File: config.mk
export PLATFORM = sky130hd
export DESIGN_NAME = demodulation_segment_serializer_flat
export DESIGN_NICKNAME = d
export VERILOG_FILES = /design/src/rtl/demod_pkg.sv /design/src/rtl/demodulation_segment_serializer_if.sv /design/src/rtl/demod_segment_bank.sv /design/src/rtl/demodulation_segment_serializer.sv /design/src/flat_wrapper.sv
export SDC_FILE = /design/constraint.sdc
export NUM_CORES = 1
export LEC_CHECK = 0
export ABC_CLOCK_PERIOD_IN_PS = 11620
export CAP_MARGIN = 20
export CORE_MARGIN = 4
export CORE_UTILIZATION = 35
export DETAILED_ROUTE_END_ITERATION = 16
export SYNTH_ARGS = -nofsm -noshare
export SYNTH_HDL_FRONTEND = slang
export SYNTH_HIERARCHICAL = 1
export SYNTH_SLANG_ARGS = --single-unit
File: constraint.sdc
create_clock -name clk -period 11.62 [get_ports clk]
set_clock_uncertainty 0.15 [all_clocks]
set_input_delay 1.162 -clock clk [delete_from_list [all_inputs] [get_ports clk]]
set_output_delay 1.162 -clock clk [all_outputs]
set_load 0.01 [all_outputs]
File: src/rtl/demod_pkg.sv
// Shared types and constants for the demodulation segment serializer.
// Frame geometry defaults and the serializer FSM encoding live here.
package demod_pkg;

  typedef enum logic [1:0] {
    IDLE    = 2'd0,
    REQUEST = 2'd1,
    DRAIN   = 2'd2
  } state_t;

  localparam int SEG_WIDTH = 32;
  localparam int NUM_SEG   = 10;
  localparam int FCNT_W    = 16;
  localparam int IDX_W     = 4;

endpackage

File: src/rtl/demodulation_segment_serializer_if.sv
// Downstream segment stream: valid/ready handshake carrying data, index and last.
// The serializer drives through the master modport, the consumer uses slave.
interface demodulation_segment_serializer_if #(
  parameter int WIDTH = demod_pkg::SEG_WIDTH
) ();

  logic                          out_valid;
  logic                          out_ready;
  logic [WIDTH-1:0]              out_data;
  logic [demod_pkg::IDX_W-1:0]   out_index;
  logic                          out_last;

  modport master (
    output out_valid,
    output out_data,
    output out_index,
    output out_last,
    input  out_ready
  );

  modport slave (
    input  out_valid,
    input  out_data,
    input  out_index,
    input  out_last,
    output out_ready
  );

endinterface

File: src/rtl/demod_segment_bank.sv
// Segment register file: parallel load of a whole frame, indexed read port and
// a combinational XOR-reduce of the stored frame.
module demod_segment_bank
  import demod_pkg::IDX_W;
#(
  parameter int NUM_SEG = demod_pkg::NUM_SEG,
  parameter int WIDTH   = demod_pkg::SEG_WIDTH
) (
  input  logic                     clk,
  input  logic                     reset,
  input  logic                     load,
  input  logic [NUM_SEG*WIDTH-1:0] seg_in,
  input  logic [IDX_W-1:0]         rd_idx,
  output logic [WIDTH-1:0]         rd_data,
  output logic [WIDTH-1:0]         xor_out
);

  localparam logic [IDX_W-1:0] LAST_IDX = IDX_W'(NUM_SEG - 1);

  logic [WIDTH-1:0] bank [NUM_SEG];

  always_ff @(posedge clk) begin
    if (reset) begin
      for (int i = 0; i < NUM_SEG; i++) bank[i] <= '0;
    end else if (load) begin
      for (int i = 0; i < NUM_SEG; i++) bank[i] <= seg_in[i*WIDTH +: WIDTH];
    end
  end

  always_comb begin
    xor_out = '0;
    for (int i = 0; i < NUM_SEG; i++) xor_out = xor_out ^ bank[i];
  end

  // The index never leaves 0..NUM_SEG-1; the guard keeps the read total.
  always_comb begin
    rd_data = '0;
    if (rd_idx <= LAST_IDX) rd_data = bank[rd_idx];
  end

endmodule

File: src/rtl/demodulation_segment_serializer.sv
// Requests a frame from the upstream demodulation block, captures all segments
// at once and streams them out one per accept with index, last flag and XOR.
module demodulation_segment_serializer
  import demod_pkg::state_t, demod_pkg::IDLE, demod_pkg::REQUEST, demod_pkg::DRAIN,
         demod_pkg::FCNT_W, demod_pkg::IDX_W;
#(
  parameter int NUM_SEG = demod_pkg::NUM_SEG,
  parameter int WIDTH   = demod_pkg::SEG_WIDTH,
  parameter int TIMEOUT = 15
) (
  input  logic                      clk,
  input  logic                      reset,
  input  logic                      run,
  output logic                      up_start,
  input  logic                      up_valid,
  input  logic [NUM_SEG*WIDTH-1:0]  segments_in,
  demodulation_segment_serializer_if.master out_if,
  output logic [WIDTH-1:0]          frame_xor,
  output logic [FCNT_W-1:0]         frame_count,
  output logic                      busy,
  output logic                      err
);

  localparam int               TCNT_W   = $clog2(TIMEOUT);
  localparam logic [IDX_W-1:0] LAST_IDX = IDX_W'(NUM_SEG - 1);

  state_t              state_q, state_d;
  logic [TCNT_W-1:0]   tcnt_q, tcnt_d;
  logic [IDX_W-1:0]    idx_q, idx_d;
  logic                up_start_q, up_start_d;
  logic                err_q, err_d;
  logic [FCNT_W-1:0]   fcnt_q, fcnt_d;
  logic                load;
  logic                accept;

  assign accept = (state_q == DRAIN) && out_if.out_ready;

  always_ff @(posedge clk) begin
    if (reset) begin
      state_q    <= IDLE;
      tcnt_q     <= '0;
      idx_q      <= '0;
      up_start_q <= 1'b0;
      err_q      <= 1'b0;
      fcnt_q     <= '0;
    end else begin
      state_q    <= state_d;
      tcnt_q     <= tcnt_d;
      idx_q      <= idx_d;
      up_start_q <= up_start_d;
      err_q      <= err_d;
      fcnt_q     <= fcnt_d;
    end
  end

  always_comb begin
    state_d    = state_q;
    tcnt_d     = tcnt_q;
    idx_d      = idx_q;
    up_start_d = up_start_q;
    err_d      = err_q;
    fcnt_d     = fcnt_q;
    load       = 1'b0;
    case (state_q)
      IDLE: begin
        if (run) begin
          state_d    = REQUEST;
          up_start_d = 1'b1;
          tcnt_d     = '0;
        end
      end
      REQUEST: begin
        if (up_valid) begin
          load       = 1'b1;
          up_start_d = 1'b0;
          idx_d      = '0;
          state_d    = DRAIN;
        end else if (tcnt_q == TCNT_W'(TIMEOUT - 1)) begin
          err_d      = 1'b1;
          up_start_d = 1'b0;
          state_d    = IDLE;
        end else begin
          tcnt_d = tcnt_q + 1'b1;
        end
      end
      DRAIN: begin
        if (accept) begin
          if (idx_q == LAST_IDX) begin
            fcnt_d = fcnt_q + 1'b1;
            idx_d  = '0;
            // Chain straight into the next request so the period stays minimal.
            if (run) begin
              state_d    = REQUEST;
              up_start_d = 1'b1;
              tcnt_d     = '0;
            end else begin
              state_d = IDLE;
            end
          end else begin
            idx_d = idx_q + 1'b1;
          end
        end
      end
      default: state_d = IDLE;
    endcase
  end

  demod_segment_bank #(
    .NUM_SEG (NUM_SEG),
    .WIDTH   (WIDTH)
  ) u_bank (
    .clk     (clk),
    .reset   (reset),
    .load    (load),
    .seg_in  (segments_in),
    .rd_idx  (idx_q),
    .rd_data (out_if.out_data),
    .xor_out (frame_xor)
  );

  assign out_if.out_valid = (state_q == DRAIN);
  assign out_if.out_index = idx_q;
  assign out_if.out_last  = (state_q == DRAIN) && (idx_q == LAST_IDX);
  assign up_start         = up_start_q;
  assign frame_count      = fcnt_q;
  assign busy             = (state_q != IDLE);
  assign err              = err_q;

endmodule
File: src/flat_wrapper.sv
// flat-port wrapper written by rule: the top's interface ports become plain ports
module demodulation_segment_serializer_flat import demod_pkg::state_t, demod_pkg::IDLE, demod_pkg::REQUEST, demod_pkg::DRAIN,
         demod_pkg::FCNT_W, demod_pkg::IDX_W;
#(
  parameter int NUM_SEG = demod_pkg::NUM_SEG,
  parameter int WIDTH   = demod_pkg::SEG_WIDTH,
  parameter int TIMEOUT = 15
)
  (clk, reset, run, up_start, up_valid, segments_in, frame_xor, frame_count, busy, err, out_if_out_valid, out_if_out_data, out_if_out_index, out_if_out_last, out_if_out_ready);
  demodulation_segment_serializer_if #(.WIDTH(WIDTH)) out_if_i ();
  input  logic clk;
  input  logic reset;
  input  logic run;
  output logic up_start;
  input  logic up_valid;
  input  logic [NUM_SEG*WIDTH-1:0] segments_in;
  output logic [WIDTH-1:0] frame_xor;
  output logic [FCNT_W-1:0] frame_count;
  output logic busy;
  output logic err;
  output wire logic [$bits(out_if_i.out_valid)-1:0] out_if_out_valid;
  output wire logic [$bits(out_if_i.out_data)-1:0] out_if_out_data;
  output wire logic [$bits(out_if_i.out_index)-1:0] out_if_out_index;
  output wire logic [$bits(out_if_i.out_last)-1:0] out_if_out_last;
  input wire logic [$bits(out_if_i.out_ready)-1:0] out_if_out_ready;
  assign out_if_out_valid = out_if_i.out_valid;
  assign out_if_out_data = out_if_i.out_data;
  assign out_if_out_index = out_if_i.out_index;
  assign out_if_out_last = out_if_i.out_last;
  assign out_if_i.out_ready = out_if_out_ready;
  demodulation_segment_serializer #(.NUM_SEG(NUM_SEG), .WIDTH(WIDTH), .TIMEOUT(TIMEOUT)) u_core (.clk(clk), .reset(reset), .run(run), .up_start(up_start), .up_valid(up_valid), .segments_in(segments_in), .out_if(out_if_i), .frame_xor(frame_xor), .frame_count(frame_count), .busy(busy), .err(err));
endmodule
==> results.toml <==
[cells_and_area]
drive_above_1_share_pct = 9.05
nets = 2013
finalInstanceArea_sq_um = 24400
fin_cells = 2403
area_delta_synth_final_pct = 33.9

[synthesis]
syn_nets = 1615
synth-async-reset-ratio_pct = 0
synth_top_area_share_pct = 52.8
synth_compound_area_share_pct = 3.26
synth_cell_type_count = 57
syn_inst = 1285
synth-seq-area-share_pct = 55.8
synth_top_family_by_area = "XOR/XNOR gates"
synth_fa_ha_area_share_pct = 0.343
syn_area_sq_um = 18200
synth_mux_area_share_pct = 9.71
synth_xor_area_share_pct = 15.3
synth_warnings = 6
ys_ff_latch = 348
synth_area_leaders = "edfxtp_1 53%, xnor2_1 11%, and2_1 11%, mux4_2 7.7%, xnor3_1 4.0%"
synth_top_area_cell = "edfxtp_1"
synth_common_cells = "320 x and2_1, 320 x edfxtp_1, 230 x xnor2_1, 62 x mux4_2, 48 x clkbuf_1"
dominantRegCellSynth = "edfxtp_1"
synth_edf_count = 320
avgSynthCellArea_sq_um = 14.2
yosys.area_share.simple_pct = 13.5

[critical_path]
critPathMaxFanout = 43
r2r_start = "u_core/out_if.out_index[0]"
arrival_ns = 3.48
worstRegToRegCells = 6
cp-end-kind = "primary output"
r2r_slack_ns = 8.36
crit_type = "reg2out"
worstSetupStartpointType = "flop"
worstPathRequired_ns = 10.31
timing.rr.end = "u_core/frame_count[13]"

[drt]
post_drt_wl_per_cell_microns = 19.5
drt_iter0_drc = 626
first_pass_iters = 5
vias_per_cell = 4.72
antenna_left = 0
vias = 11400
wl_microns = 46900
post-route-drc-count = 0

[grt]
grt_pass1_wl_microns = 71600
grt_max_degree = 321
gr-usage-all-layers_pct = 16.6
antenna_found_initial = 14
overflow = 0
grt_pass1_vias = 12200

[sta]
rsz0062_at_grt = "no"
layout_setup_ws_ns = 6.83
slew_headroom_pct = 4.03
max_freq_mhz = 209
layout_min_cycle_time_ns = 4.79
setup_viol = 0
fin_tns_setup_ns = 0
finalHoldViolCount = 0
post-route-period-util_pct = 41.3
tightest_slew_ns = 1.44
drv_slew = 0

[floorplanning]
start_util_pct = 35.4
ios = 414
die_x_microns = 236
fp.dieH_microns = 236
core_sq_um = 51400
rows = 83
die_area_sq_um = 55800

[placement]
placed_cell_area_sq_um = 23000
placement.io_buffers = 413
hpwl_microns = 32900
post-place-ws_ns = 7.07
gp_congestion = 0.787
place_inst = 2318

[cts]
htreeDepth = 2
cts_setup_buffers = 0
clk_latency_ns = 0.55
cts-root-buf = "clkbuf_16"
clk_pin_slew_worst_paths_ns = 0.06
cts_resized = 0
holdBufCountCts = 0
cts_made_buffers = 41
clock_sinks = 348
cts_tree = "built"
clockBufferDepth = 3

[pwr]
powerDensity_nw_per_um2 = 145
power_mw = 3.54
peakVddDrop_v = 0.0000778
leakage_nw = 8.59

[min_path]
hp-start = "u_core/err"
min_to = "u_core/err"
hold_path.class = "reg2reg"
whs_path_depth = 2

[outcome]
status = "completed"

[job]
timing.max_cap.violations = 0
cell families (layout without fill, tap and decap cells):
kind of cell               after synthesis  after routing
AOI/OAI and AO/OA                       93             93
xor gates and xnor gates               268            268
adders and majority gates                5              5
buffers and inverters                   75            503
DFF                                    348            348
muxes                                   96             96
other                                    0             10
and+or+nand+nor                        400            400
worst max-delay path, stage by stage (launching register included):
cell,delay (ns)
dfxtp_4,0.62
buf_4,0.72
mux4_2,0.59
a22oi_1,0.14
o21ai_0,0.23
clkdlybuf4s50_1,0.57
per-layer routing:
metal / share of wire, % / global-route usage, % / up-vias / routed length (microns)
li1: - / - / 5417 / -
met1: 42 / 21.2 / 5517 / 19800
met2: 49 / 27.9 / 341 / 23000
met3: 6.4 / 4.43 / 72 / 3010
met4: 2.1 / 4.83 / 6 / 1010
met5: 0.085 / 0 / - / 40
layout by cell type, fill, tap and decap left out, types with 4 or more instances in the layout:
cell type        instances
clkdlybuf4s50_1        413
and2_1                 320
edfxtp_1               320
xnor2_1                230
mux4_2                  62
clkbuf_16               43
xnor3_1                 32
mux2i_1                 32
a22oi_1                 30
o21ai_0                 26
dfxtp_1                 26
nor2_1                  21
a21oi_1                 12
o21ai_1                 12
diode_2                 10
clkbuf_1                 9
buf_4                    8
nand2_1                  8
nand3_1                  8
clkinv_2                 6
clkinv_1                 6
xor2_1                   6
inv_1                    5
ha_1                     5
nor3_1                   4
or3_1                    4
nand4_1                  4
metrics by stage:
stage	util [%]	hold slack (ns)
3_3_place_gp	44.7	0.323
4_1_cts	47.3	0.347
6_report	47.4	0.349
2_1_floorplan	-	0.333
3_5_place_dp	44.7	0.331
5_1_grt	47.4	0.411
how the worst max path moves through the flow:
stage	start	endpoint	cells past startpoint
after CTS	u_core/out_if.out_index[1]	out_if_out_data[29]	5
final	u_core/out_if.out_index[1]	out_if_out_data[29]	5
after global placement	reset	u_core/u_bank/bank[0][25]	4
after detailed placement	reset	u_core/u_bank/bank[0][25]	4
after global routing	u_core/out_if.out_index[1]	out_if_out_data[29]	5
after floorplan	up_valid	u_core/u_bank/bank[0][0]	3
state kept, by name, summed over array words and instances, names as in the netlist:
register	count
u_core/frame_count	16
u_core/tcnt_q	4
u_core/u_bank/bank	320
u_core/out_if.out_index	4
u_core/state_q	2
u_core/up_start	1
u_core/err	1
area by class of cell:
cell class | instances | area, sq um
fillers | 4534 | 27000
flip-flops and latches | 348 | 10200
multi-input cells | 862 | 7700
repair buffers | 425 | 4290
clock buffers | 56 | 1160
well taps | 680 | 851
clock inverters | 17 | 168
diodes | 10 | 25.0
inverters | 5 | 18.8
power by group:
part / switching, mW / internal (mW)
Combinational: 0.303 / 0.469
Sequential: 0.0529 / 1.45
Clock: 0.498 / 0.763
(Power assumes the default switching activity.)
